<file path="src/rtl/reaction_timer_avg_if.sv">
// Front-panel bundle for the reaction timer: debounced buttons and switches in,
// seven-segment display and lamps out.
interface reaction_timer_avg_if;
  logic        start;
  logic        stop;
  logic        clear;
  logic [15:0] SW;
  logic [7:0]  an;
  logic [7:0]  sseg;
  logic        led;
  logic [15:0] LED;

  modport master (
    output start, stop, clear, SW,
    input  an, sseg, led, LED
  );

  modport slave (
    input  start, stop, clear, SW,
    output an, sseg, led, LED
  );
endinterface

</file>
<file path="src/rtl/reaction_timer_avg.sv">
// Reaction timer: random wait, lamp, timed press; keeps last, best and a per-set
// average over ROUNDS trials, shown on a 4-digit multiplexed seven-segment display.
module reaction_timer_avg #(
  parameter int unsigned CLK_FREQ_HZ      = 100_000_000,
  parameter int unsigned ROUNDS           = 4,
  parameter int unsigned MIN_DELAY_MS     = 2000,
  parameter int unsigned DELAY_RANGE_LOG2 = 12,
  parameter int unsigned MAX_MS           = 9999,
  parameter int unsigned REFRESH_DIV      = 100_000
) (
  input logic                 clk,
  input logic                 rst,
  reaction_timer_avg_if.slave bus
);

  localparam int unsigned TICK_DIV = CLK_FREQ_HZ / 1000;
  localparam int unsigned TW       = $clog2(TICK_DIV + 1);
  localparam int unsigned MSW      = $clog2(MAX_MS + 1);
  localparam int unsigned DW       = $clog2(MIN_DELAY_MS + (1 << DELAY_RANGE_LOG2) + 1);
  localparam int unsigned SUMW     = $clog2(ROUNDS * MAX_MS + 1);
  localparam int unsigned RFW      = $clog2(REFRESH_DIV + 1);
  localparam int unsigned AVG_SH   = $clog2(ROUNDS);

  typedef enum logic [2:0] {
    StIdle, StWait, StArmed, StDone, StFault, StSummary
  } state_e;

  state_e          r_state, w_state_nxt;
  logic            r_start_prev, r_stop_prev;
  logic [15:0]     r_lfsr;
  logic [TW-1:0]   r_tick_cnt;
  logic [DW-1:0]   r_delay, w_delay_nxt;
  logic [MSW-1:0]  r_ms, w_ms_nxt;
  logic [MSW-1:0]  r_last, w_last_nxt;
  logic [MSW-1:0]  r_best, w_best_nxt;
  logic [SUMW-1:0] r_sum, w_sum_nxt;
  logic [3:0]      r_rounds, w_rounds_nxt;
  logic            r_early, w_early_nxt;
  logic            r_tout, w_tout_nxt;
  logic            r_led;
  logic [RFW-1:0]  r_ref_cnt;
  logic [1:0]      r_digit;

  logic            w_start_edge, w_stop_edge, w_tick;
  logic            w_capture;
  logic [MSW-1:0]  w_cap_val;
  logic [DW-1:0]   w_new_delay;
  logic [SUMW-1:0] w_avg;
  logic [13:0]     w_disp;
  logic [29:0]     w_dd;
  logic [15:0]     w_bcd;
  logic [3:0]      w_digit_val;
  logic            w_unused_sw;

  assign w_start_edge = bus.start & ~r_start_prev;
  assign w_stop_edge  = bus.stop & ~r_stop_prev;
  assign w_tick       = (r_tick_cnt == TW'(TICK_DIV - 1));
  assign w_new_delay  = DW'(MIN_DELAY_MS) + DW'(r_lfsr[DELAY_RANGE_LOG2-1:0]);
  assign w_avg        = r_sum >> AVG_SH;
  assign w_unused_sw  = ^bus.SW[15:2];

  always_comb begin
    w_state_nxt  = r_state;
    w_delay_nxt  = r_delay;
    w_ms_nxt     = r_ms;
    w_last_nxt   = r_last;
    w_sum_nxt    = r_sum;
    w_best_nxt   = r_best;
    w_rounds_nxt = r_rounds;
    w_early_nxt  = r_early;
    w_tout_nxt   = r_tout;
    w_capture    = 1'b0;
    w_cap_val    = '0;
    if (bus.clear) begin
      w_state_nxt  = StIdle;
      w_delay_nxt  = '0;
      w_ms_nxt     = '0;
      w_last_nxt   = '0;
      w_sum_nxt    = '0;
      w_best_nxt   = MSW'(MAX_MS);
      w_rounds_nxt = '0;
      w_early_nxt  = 1'b0;
      w_tout_nxt   = 1'b0;
    end else begin
      unique case (r_state)
        StIdle, StDone, StFault: begin
          if (w_start_edge) begin
            w_state_nxt = StWait;
            w_delay_nxt = w_new_delay;
            w_early_nxt = 1'b0;
            w_tout_nxt  = 1'b0;
          end
        end
        StSummary: begin
          if (w_start_edge) begin
            w_state_nxt  = StWait;
            w_delay_nxt  = w_new_delay;
            w_early_nxt  = 1'b0;
            w_tout_nxt   = 1'b0;
            w_sum_nxt    = '0;
            w_best_nxt   = MSW'(MAX_MS);
            w_rounds_nxt = '0;
          end
        end
        StWait: begin
          if (w_stop_edge) begin
            w_state_nxt = StFault;
            w_early_nxt = 1'b1;
          end else if (w_tick) begin
            if (r_delay <= DW'(1)) begin
              w_state_nxt = StArmed;
              w_delay_nxt = '0;
              w_ms_nxt    = '0;
            end else begin
              w_delay_nxt = r_delay - DW'(1);
            end
          end
        end
        StArmed: begin
          if (w_stop_edge) begin
            w_capture = 1'b1;
            w_cap_val = r_ms;
          end else if (w_tick) begin
            if (r_ms >= MSW'(MAX_MS - 1)) begin
              w_capture  = 1'b1;
              w_cap_val  = MSW'(MAX_MS);
              w_tout_nxt = 1'b1;
            end else begin
              w_ms_nxt = r_ms + MSW'(1);
            end
          end
        end
        default: w_state_nxt = StIdle;
      endcase
      if (w_capture) begin
        w_last_nxt   = w_cap_val;
        w_sum_nxt    = r_sum + SUMW'(w_cap_val);
        w_rounds_nxt = r_rounds + 4'd1;
        w_best_nxt   = (w_cap_val < r_best) ? w_cap_val : r_best;
        w_state_nxt  = ((r_rounds + 4'd1) == 4'(ROUNDS)) ? StSummary : StDone;
      end
    end
  end

  always_ff @(posedge clk or negedge rst) begin
    if (!rst) begin
      r_state      <= StIdle;
      r_start_prev <= 1'b1;
      r_stop_prev  <= 1'b1;
      r_lfsr       <= 16'hACE1;
      r_tick_cnt   <= '0;
      r_delay      <= '0;
      r_ms         <= '0;
      r_last       <= '0;
      r_sum        <= '0;
      r_best       <= MSW'(MAX_MS);
      r_rounds     <= '0;
      r_early      <= 1'b0;
      r_tout       <= 1'b0;
      r_led        <= 1'b0;
      r_ref_cnt    <= '0;
      r_digit      <= '0;
    end else begin
      r_state      <= w_state_nxt;
      r_start_prev <= bus.start;
      r_stop_prev  <= bus.stop;
      // Taps 16,14,13,11; a nonzero seed never reaches the all-zero lockup state
      r_lfsr       <= {r_lfsr[14:0], r_lfsr[15] ^ r_lfsr[13] ^ r_lfsr[12] ^ r_lfsr[10]};
      r_tick_cnt   <= ((w_state_nxt != r_state) || w_tick) ? '0 : r_tick_cnt + TW'(1);
      r_delay      <= w_delay_nxt;
      r_ms         <= w_ms_nxt;
      r_last       <= w_last_nxt;
      r_sum        <= w_sum_nxt;
      r_best       <= w_best_nxt;
      r_rounds     <= w_rounds_nxt;
      r_early      <= w_early_nxt;
      r_tout       <= w_tout_nxt;
      r_led        <= (w_state_nxt == StArmed);
      if (r_ref_cnt == RFW'(REFRESH_DIV - 1)) begin
        r_ref_cnt <= '0;
        r_digit   <= r_digit + 2'd1;
      end else begin
        r_ref_cnt <= r_ref_cnt + RFW'(1);
      end
    end
  end

  always_comb begin
    unique case (bus.SW[1:0])
      2'b00:   w_disp = 14'(r_last);
      2'b01:   w_disp = (r_state == StSummary) ? 14'(w_avg) : 14'd0;
      2'b10:   w_disp = 14'(r_best);
      default: w_disp = 14'(r_rounds);
    endcase
  end

  // Shift-add-3 binary to BCD; values never exceed 9999
  always_comb begin
    w_dd = {16'd0, w_disp};
    for (int i = 0; i < 14; i++) begin
      for (int d = 0; d < 4; d++) begin
        if (w_dd[14+4*d +: 4] >= 4'd5) w_dd[14+4*d +: 4] = w_dd[14+4*d +: 4] + 4'd3;
      end
      w_dd = w_dd << 1;
    end
  end
  assign w_bcd = w_dd[29:14];

  always_comb begin
    unique case (r_digit)
      2'd0:    w_digit_val = w_bcd[3:0];
      2'd1:    w_digit_val = w_bcd[7:4];
      2'd2:    w_digit_val = w_bcd[11:8];
      default: w_digit_val = w_bcd[15:12];
    endcase
  end

  always_comb begin
    unique case (w_digit_val)
      4'd0:    bus.sseg = 8'hC0;
      4'd1:    bus.sseg = 8'hF9;
      4'd2:    bus.sseg = 8'hA4;
      4'd3:    bus.sseg = 8'hB0;
      4'd4:    bus.sseg = 8'h99;
      4'd5:    bus.sseg = 8'h92;
      4'd6:    bus.sseg = 8'h82;
      4'd7:    bus.sseg = 8'hF8;
      4'd8:    bus.sseg = 8'h80;
      4'd9:    bus.sseg = 8'h90;
      default: bus.sseg = 8'hFF;
    endcase
  end

  assign bus.an  = {4'hF, ~(4'b0001 << r_digit)};
  assign bus.led = r_led;
  assign bus.LED = {r_early, r_tout, 10'd0, r_rounds};

endmodule

</file>
<file path="src/flat_wrapper.sv">
// flat-port wrapper written by rule: the top's interface ports become plain ports
module reaction_timer_avg_flat 
#(
  parameter int unsigned CLK_FREQ_HZ      = 100_000_000,
  parameter int unsigned ROUNDS           = 4,
  parameter int unsigned MIN_DELAY_MS     = 2000,
  parameter int unsigned DELAY_RANGE_LOG2 = 12,
  parameter int unsigned MAX_MS           = 9999,
  parameter int unsigned REFRESH_DIV      = 100_000
)
  (clk, rst, bus_start, bus_stop, bus_clear, bus_SW, bus_an, bus_sseg, bus_led, bus_LED);
  reaction_timer_avg_if bus_i ();
  input logic clk;
  input logic rst;
  input wire logic [$bits(bus_i.start)-1:0] bus_start;
  input wire logic [$bits(bus_i.stop)-1:0] bus_stop;
  input wire logic [$bits(bus_i.clear)-1:0] bus_clear;
  input wire logic [$bits(bus_i.SW)-1:0] bus_SW;
  output wire logic [$bits(bus_i.an)-1:0] bus_an;
  output wire logic [$bits(bus_i.sseg)-1:0] bus_sseg;
  output wire logic [$bits(bus_i.led)-1:0] bus_led;
  output wire logic [$bits(bus_i.LED)-1:0] bus_LED;
  assign bus_i.start = bus_start;
  assign bus_i.stop = bus_stop;
  assign bus_i.clear = bus_clear;
  assign bus_i.SW = bus_SW;
  assign bus_an = bus_i.an;
  assign bus_sseg = bus_i.sseg;
  assign bus_led = bus_i.led;
  assign bus_LED = bus_i.LED;
  reaction_timer_avg #(.CLK_FREQ_HZ(CLK_FREQ_HZ), .ROUNDS(ROUNDS), .MIN_DELAY_MS(MIN_DELAY_MS), .DELAY_RANGE_LOG2(DELAY_RANGE_LOG2), .MAX_MS(MAX_MS), .REFRESH_DIV(REFRESH_DIV)) u_core (.clk(clk), .rst(rst), .bus(bus_i));
endmodule
</file>
<file path="config.mk">
export PLATFORM = sky130hd
export DESIGN_NAME = reaction_timer_avg_flat
export DESIGN_NICKNAME = d
export VERILOG_FILES = /design/src/rtl/reaction_timer_avg_if.sv /design/src/rtl/reaction_timer_avg.sv /design/src/flat_wrapper.sv
export SDC_FILE = /design/constraint.sdc
export NUM_CORES = 1
export LEC_CHECK = 0
export CORE_UTILIZATION = 55
export CTS_BUF_LIST = sky130_fd_sc_hd__clkbuf_2
export DETAILED_ROUTE_END_ITERATION = 7
export PLACE_DENSITY = 0.81
export SLEW_MARGIN = 5
export SYNTH_ARGS = -nofsm -noshare
export SYNTH_HDL_FRONTEND = slang
export SYNTH_SLANG_ARGS = --single-unit
export TNS_END_PERCENT = 100
</file>
<file path="constraint.sdc">
create_clock -name clk -period 30.9 [get_ports clk]
set_clock_uncertainty 0.1 [all_clocks]
set_input_delay 4.635 -clock clk [delete_from_list [all_inputs] [get_ports clk]]
set_output_delay 4.635 -clock clk [all_outputs]
set_load 0.02 [all_outputs]
</file>
==> results of run 1 <==
-- power groups by stage --
stage | Sequential [W] | Combinational, W | Clock [W]
floorplan | 0.000188 | 0.000490 | 0
global placement | 0.000189 | 0.000590 | 0
detailed placement | 0.000189 | 0.000609 | 0
CTS | 0.000186 | 0.000611 | 0.000105
global route | 0.000187 | 0.000685 | 0.000112
finish | 0.000186 | 0.000617 | 0.000102
-- registers in the layout, indices dropped and copies added, names as in the netlist --
name,cells
u_core.r_tick_cnt,17
u_core.r_tout,1
u_core.r_start_prev,1
u_core.r_ref_cnt,17
u_core.r_early,1
u_core.r_stop_prev,1
u_core.r_best,14
u_core.r_rounds,4
u_core.bus.led,1
u_core.r_sum,16
u_core.r_lfsr,16
u_core.r_delay,13
u_core.r_last,14
u_core.r_ms,14
u_core.r_digit,2
u_core.r_state,3
-- Yosys cell counts, types with 7 or more instances --
cell type  count  share of area
dfrtp_1      117           0.25
nand3_1       42          0.018
or3_1         10         0.0053
o21bai_1      10         0.0063
buf_4         22          0.014
nand4_1       15         0.0079
a22o_1        10         0.0074
mux2i_1       23          0.019
a22oi_1        7         0.0044
a31oi_1       20          0.011
nand2_1       89          0.028
mux2_2         8         0.0076
a211o_1        7         0.0052
ha_1          75          0.079
clkbuf_1      29         0.0092
o32a_1         7         0.0059
inv_1         77          0.024
o21ai_0      104          0.044
or2_2          7         0.0037
and2_1        19          0.010
nor4_1        15         0.0079
o31a_1         8         0.0059
a21o_1        25          0.016
nor3_1        39          0.016
o22ai_1       13         0.0068
o31ai_1       18          0.011
nor2b_1       13         0.0068
dfstp_2       18          0.040
nand2b_1      17         0.0090
o22a_1         8         0.0059
nor2_1       150          0.047
o21ai_1        7         0.0029
xor2_1        29          0.021
and3_1        17         0.0090
a21oi_1       77          0.032
xnor2_1       40          0.029
o21a_1        11         0.0070
a211oi_1      23          0.015
-- worst max-delay path: cells and delay by family --
kind	cells	cell delay (ns)
simple gates	10	2.29
fa+ha+maj	10	2.42
compound gates	19	5.25
mux	5	1.27
buf+inv	10	1.99
-- cell type report --
cell class / instances / area [um2]
timing repair buffer: 32 / 302
tap: 275 / 344
antenna: 1 / 2.50
clock inverter: 14 / 135
inverter: 88 / 333
multi-input combinational: 1139 / 7870
clock buffer: 18 / 90.1
fill: 1887 / 8610
sequential: 135 / 3400
-- metrics by stage --
step	cell area, um2	worst slack (ns)	utilization
2_1_floorplan	11900	10.86	-
5_1_grt	12500	7.26	0.591
3_5_place_dp	12200	8.35	0.581
3_3_place_gp	12200	8.75	0.581
6_report	12500	8.24	0.591
4_1_cts	12500	8.32	0.591
-- routing by layer --
metal | GRT usage | part of all wire | vias to the layer above | wire, um
li1 | - | - | 5223 | -
met1 | 0.307 | 0.47 | 5020 | 12000
met4 | 0.0653 | 0.012 | 0 | 316
met2 | 0.417 | 0.49 | 219 | 12700
met5 | 0 | 0 | - | 0
met3 | 0.0254 | 0.030 | 35 | 773
-- kinds of logic (layout without fill, tap and decap cells) --
| group | Yosys count | in the layout |
|---|---|---|
| compound gates | 462 | 462 |
| xor+xnor | 74 | 74 |
| fa+ha+maj | 76 | 76 |
| buf+inv | 148 | 152 |
| flops | 135 | 135 |
| mux | 34 | 34 |
| other cells | 2 | 16 |
| simple gates | 478 | 478 |
-- cell usage in the layout, fill, tap and decap left out, types with 20 or more instances in the layout --
| master | n |
|---|---|
| nor2_1 | 150 |
| dfrtp_1 | 117 |
| o21ai_0 | 104 |
| nand2_1 | 89 |
| inv_1 | 77 |
| a21oi_1 | 77 |
| ha_1 | 75 |
| nand3_1 | 42 |
| xnor2_1 | 40 |
| nor3_1 | 39 |
| xor2_1 | 29 |
| a21o_1 | 25 |
| mux2i_1 | 23 |
| a211oi_1 | 23 |
| clkdlybuf4s50_1 | 23 |
| a31oi_1 | 20 |
-- worst paths after layout --
path | endpoint | slack [ns] | depth (start not counted)
hold reg to reg | u_core.r_lfsr[2] | 0.28 | 0
min in group asynchronous | u_core.r_delay[6] | 3.77 | 1
max in group asynchronous | u_core.r_ms[10] | 25.59 | 2
setup reg to reg | u_core.r_sum[15] | 25.05 | 23
hold / removal | u_core.r_lfsr[2] | 0.28 | 0
setup / recovery | bus_sseg[3] | 8.24 | 54
==> metrics.txt, run 1 <==
unrepaired setup endpoints after global routing=no; cells after synthesis=1409; xor-xnor portion of the synthesized cell area=0.0598; final critical delay including setup and external delays=22.66 ns; number of buffers inserted during clock tree synthesis=17; post-detailed-route count of antenna-violating nets=0; final std cells w/o fill=1702; # clock sinks=135; number of storage elements in the synthesis netlist=135; total number of vias=10500; Synth Flop Type=dfrtp_1; required time of the critical path=26.17 ns; total standard cell area after synthesis=11900 um2; fraction of layout instances using a drive strength above 1=0.100; net switching fraction of the power=0.472; overall fraction of global-route tracks in use=0.237; max-capacitance violation count=0; First DRT Iteration DRCs=725; Clock Latency Late Sink=0.71 ns; multiplexer fraction of the synthesized cell area=0.0300; Die Outline Area=22200 um2; buffers added on ports=24; Final Hold Violating Endpoints=0; Die Wd=149 um; synthesis warning total=0; post-route worst hold slack=0.282 ns; maximum level of the CTS H-tree=4; final estimated routing congestion in global placement=0.884; dominant combinational cell family by area after synthesis=compound AO/OA/AOI/OAI gates; final routed wirelength across all metal layers=25800 um; transition time of the tightest slew-check pin=1.17 ns; critical-path cell with the highest stage delay=a32oi_1; Resize count post-CTS=0; Post-Synth Adder-Cell Area=0.0807; y dimension of the die=149 um; first drt pass iteration count=6; number of placement rows=53; Gate power share=0.681; count of placed standard cells including taps=1669; maximum achievable frequency=44.1 MHz; switching power=0.000428 W; normalized max-slew margin=0.221; launch instance of the worst register-to-register path=u_core.r_tick_cnt[5]; post-route DRC violation count=0; CP Launch Point=bus_SW[1]; mean number of vias per cell=6.17; top-level port count=54; data arrival time of the critical path=17.93 ns; number of buffers on the longest clock path=2; # hold bufs at CTS=0; global-route wire length before repair=44300 um; Unique masters post-synth=116; count of final max-slew check failures=0; Async S/R FF share, synth=1.00; internal power contribution=0.000478 W; global-route congestion overflow total=0; maximum number of pins on one net before global-route repair=72; result of the run=finished clean; buffer cell driving the clock tree root=clkbuf_2; Worst VDD drop=0.0780 mV; Post-Route Setup TNS=0 ns; setup-violating endpoint count in the final report=0; startpoint of the most critical hold path=u_core.r_lfsr[1]; category of the worst setup path launch point=input port; CTS clock-pin slew for the worst setup and hold paths=0.19 ns; initial antenna violation count=1; number of synthesized flops with an enable pin=0; initial cell density of the core=0.563; CORE AREA=21100 um2; sort of element at the end of the critical path=primary output; sequential share of the synthesized area=0.286; leakage power=5.48 nW; vias in the first global route=9772; Area growth syn-to-layout=5.00%; syn_area_per_cell=8.43 um2; type of the tightest min-delay check=reg -> reg; total chip power=0.000905 W; P per Cell Area=72.6 nW/um2; share of total power in the clock network=0.113; WL/cell=15.2 um; share of the synthesized area in compound gates (AO/OA/AOI/OAI)=0.283; Largest stage delay, worst path=0.79 ns; Post-CTS Setup Bufs=0; NumNets Final=1510; post-route clock period utilization=0.733; simple-gate portion of the synthesized area=0.204; CTS tree=built; register share of total power=0.206; Critical Path Most Common Cell=ha_1; biggest fanout along the worst timing path=29; Worst Path Class, Setup=in -> out; detailed placement HPWL=19300 um
Note: power is estimated with default switching activity, not from simulation.
==> run 2: changes to the inputs <==
Clock period 30.9 ns to 22.8 ns, I/O delays scaled along.
==> run 2 against run 1 <==
  * Cell count grew 0.12%
  * Via count is 0.41% higher
  * Non-clock buffer count up 2
  * Clock power increased by 52%
  * Register-to-register slack worse by 8.2 ns
  * Critical path depth grew 2
  * Critical path type unchanged
  * First-iteration DRC count rose by 2.3%
  * Largest power group unchanged
  * Die area did not move
  * Flip-flop and latch count stayed put
  * Highest routed layer unchanged
  * Sequential power rose by 36%
  * Power grew 38%
==> metrics.txt, run 2 (synthesis results as in run 1) <==
total number of vias=10500 (+0.41%); top-level port count=54 (unchanged); biggest fanout along the worst timing path=29 (unchanged); max-capacitance violation count=0 (unchanged); number of buffers on the longest clock path=2 (unchanged); fraction of layout instances using a drive strength above 1=0.103 (+0.00266); Area growth syn-to-layout=5.47%; sort of element at the end of the critical path=primary output; detailed placement HPWL=19600 um (+1.6%); final std cells w/o fill=1704 (+0.12%); global-route wire length before repair=44600 um (+0.55%); CP bufs+invs=10 (unchanged); met3 wirelength from detailed routing=738 um (-4.5%); maximum number of pins on one net before global-route repair=69 (-4.2%); unrepaired setup endpoints after global routing=no; type of the tightest min-delay check=reg -> reg; setup-violating endpoint count in the final report=0 (unchanged); Post-Route Setup TNS=0 ns (unchanged); post-detailed-route count of antenna-violating nets=0 (unchanged); Critical Path Most Common Cell=ha_1; required time of the critical path=19.28 ns (-6.89 ns); Clock Latency Late Sink=0.70 ns (about the same); critical-path cell with the highest stage delay=a32oi_1; leakage power=5.51 nW (+0.52%); worst reg-to-reg setup slack=16.84 ns (-8.21 ns); number of buffers inserted during clock tree synthesis=17 (unchanged); First DRT Iteration DRCs=742 (+2.3%); maximum achievable frequency=49.6 MHz; area post-placement=12300 um2 (+0.12%); count of placed standard cells including taps=1671 (+0.12%); final estimated routing congestion in global placement=0.878 (-0.73%); Worst VDD drop=0.0873 mV (+12%); CORE AREA=21100 um2 (unchanged); final routed wirelength across all metal layers=25900 um (+0.25%); vias in the first global route=9896 (+1.3%); post-route worst hold slack=0.279 ns (-0.00289 ns); category of the worst setup path launch point=input port; initial cell density of the core=0.563 (unchanged); post-route clock period utilization=0.885; final critical delay including setup and external delays=20.18 ns; design area=12500 um2 (+0.44%); registers with the most flip-flops=u_core.r_ref_cnt (17), u_core.r_tick_cnt (17); Die Wd=149 um (unchanged); CTS tree=built; transition time of the tightest slew-check pin=1.17 ns (+0.00755 ns); Post-CTS Setup Bufs=0 (unchanged); normalized max-slew margin=0.216 (-0.00504); result of the run=finished clean; WL/cell=15.2 um (+0.13%); most frequent cells in the layout=150 x nor2_1, 117 x dfrtp_1, 104 x o21ai_0, 89 x nand2_1; buffers added on ports=24 (unchanged); buffer cell driving the clock tree root=clkbuf_2; Die Outline Area=22200 um2 (unchanged); Final Hold Violating Endpoints=0 (unchanged); wl on met1=11900 um (-1.4%); first drt pass iteration count=8 (+2); largest delay contributor family on the critical path=compound AO/OA/AOI/OAI gates; y dimension of the die=149 um (unchanged); post-route DRC violation count=0 (unchanged); maximum level of the CTS H-tree=4 (unchanged); NumNets Final=1512 (+0.13%); mean number of vias per cell=6.19 (+0.29%); final-layout fill cell count=1847 (-2.1%); combined area of the multi-input logic cells=7870 um2 (unchanged); global-route congestion overflow total=0 (unchanged); number of placement rows=53 (unchanged); # clock sinks=135 (unchanged); top layer used by detailed routing=met4; Largest stage delay, worst path=0.84 ns (+0.05 ns); Worst Path Class, Setup=in -> out; # hold bufs at CTS=0 (unchanged); data arrival time of the critical path=16.66 ns (-1.27 ns); Sequential cell area=3400 um2 (unchanged); final design utilization=0.594 (+0.00261); CTS clock-pin slew for the worst setup and hold paths=0.20 ns (about the same); met2 routed wirelength=12900 um (+1.4%); initial antenna violation count=1 (unchanged); most frequent standard cell in the layout excluding fill and tap cells=nor2_1; overall fraction of global-route tracks in use=0.240 (+0.00269); P per Cell Area=99.5 nW/um2 (+37%); Resize count post-CTS=0 (unchanged); count of final max-slew check failures=0 (unchanged)
-- run 2: worst register-to-register path: stages (launching register included) --
cell,delay [ns]
dfrtp_1,0.48
or4b_2,0.69
nor4_1,0.67
nand2_1,0.16
a21o_1,0.41
nor2_1,0.35
ha_1,0.30
a21o_1,0.16
a21o_1,0.20
a21o_1,0.18
a21oi_1,0.25
o21bai_1,0.10
a21oi_1,0.24
o21bai_1,0.11
a21oi_1,0.24
o21bai_1,0.11
a21oi_1,0.24
o21bai_1,0.13
a21oi_1,0.23
nor2b_1,0.07
o21ai_0,0.22
a21o_1,0.15
nand2_1,0.05
o31ai_1,0.07
-- run 2: layout make-up --
cell class | instances | share of cell area
well taps | 275 | 0.0275
clock inverters | 14 | 0.0140
clock buffers | 18 | 0.00719
multi-input cells | 1139 | 0.628
diodes | 1 | 0.000200
flip-flops and latches | 135 | 0.271
repair buffers | 34 | 0.0253
inverters | 88 | 0.0266
-- run 2: metal layers --
metal / track usage / up-vias
met4: 0.0821 / 0
met1: 0.309 / 5066
met2: 0.417 / 222
li1: - / 5222
met3: 0.0257 / 30
met5: 0 / -
-- run 2: power by group --
| part | internal [W] | switching (W) |
|---|---|---|
| logic | 0.000351 | 0.000487 |
| registers | 0.000246 | 0.00000610 |
| clock network | 0.0000624 | 0.0000930 |
-- run 2: stage by stage --
stage | setup slack [ns] | total power [W]
finish | 2.62 | 0.00125
global route | 1.54 | 0.00135
CTS | 2.63 | 0.00124
detailed placement | 2.65 | 0.00109
global placement | 3.10 | 0.00106
floorplan | 5.19 | 0.000919
-- run 2: final timing paths --
kind | depth (start not counted) | start | endpoint
setup / recovery | 56 | bus_SW[1] | bus_sseg[0]
hold / removal | 0 | u_core.r_lfsr[14] | u_core.r_lfsr[15]
setup reg to reg | 23 | u_core.r_tick_cnt[5] | u_core.r_sum[15]
hold reg to reg | 0 | u_core.r_lfsr[14] | u_core.r_lfsr[15]
max in group asynchronous | 2 | rst | u_core.r_ms[10]
min in group asynchronous | 1 | rst | u_core.r_delay[6]
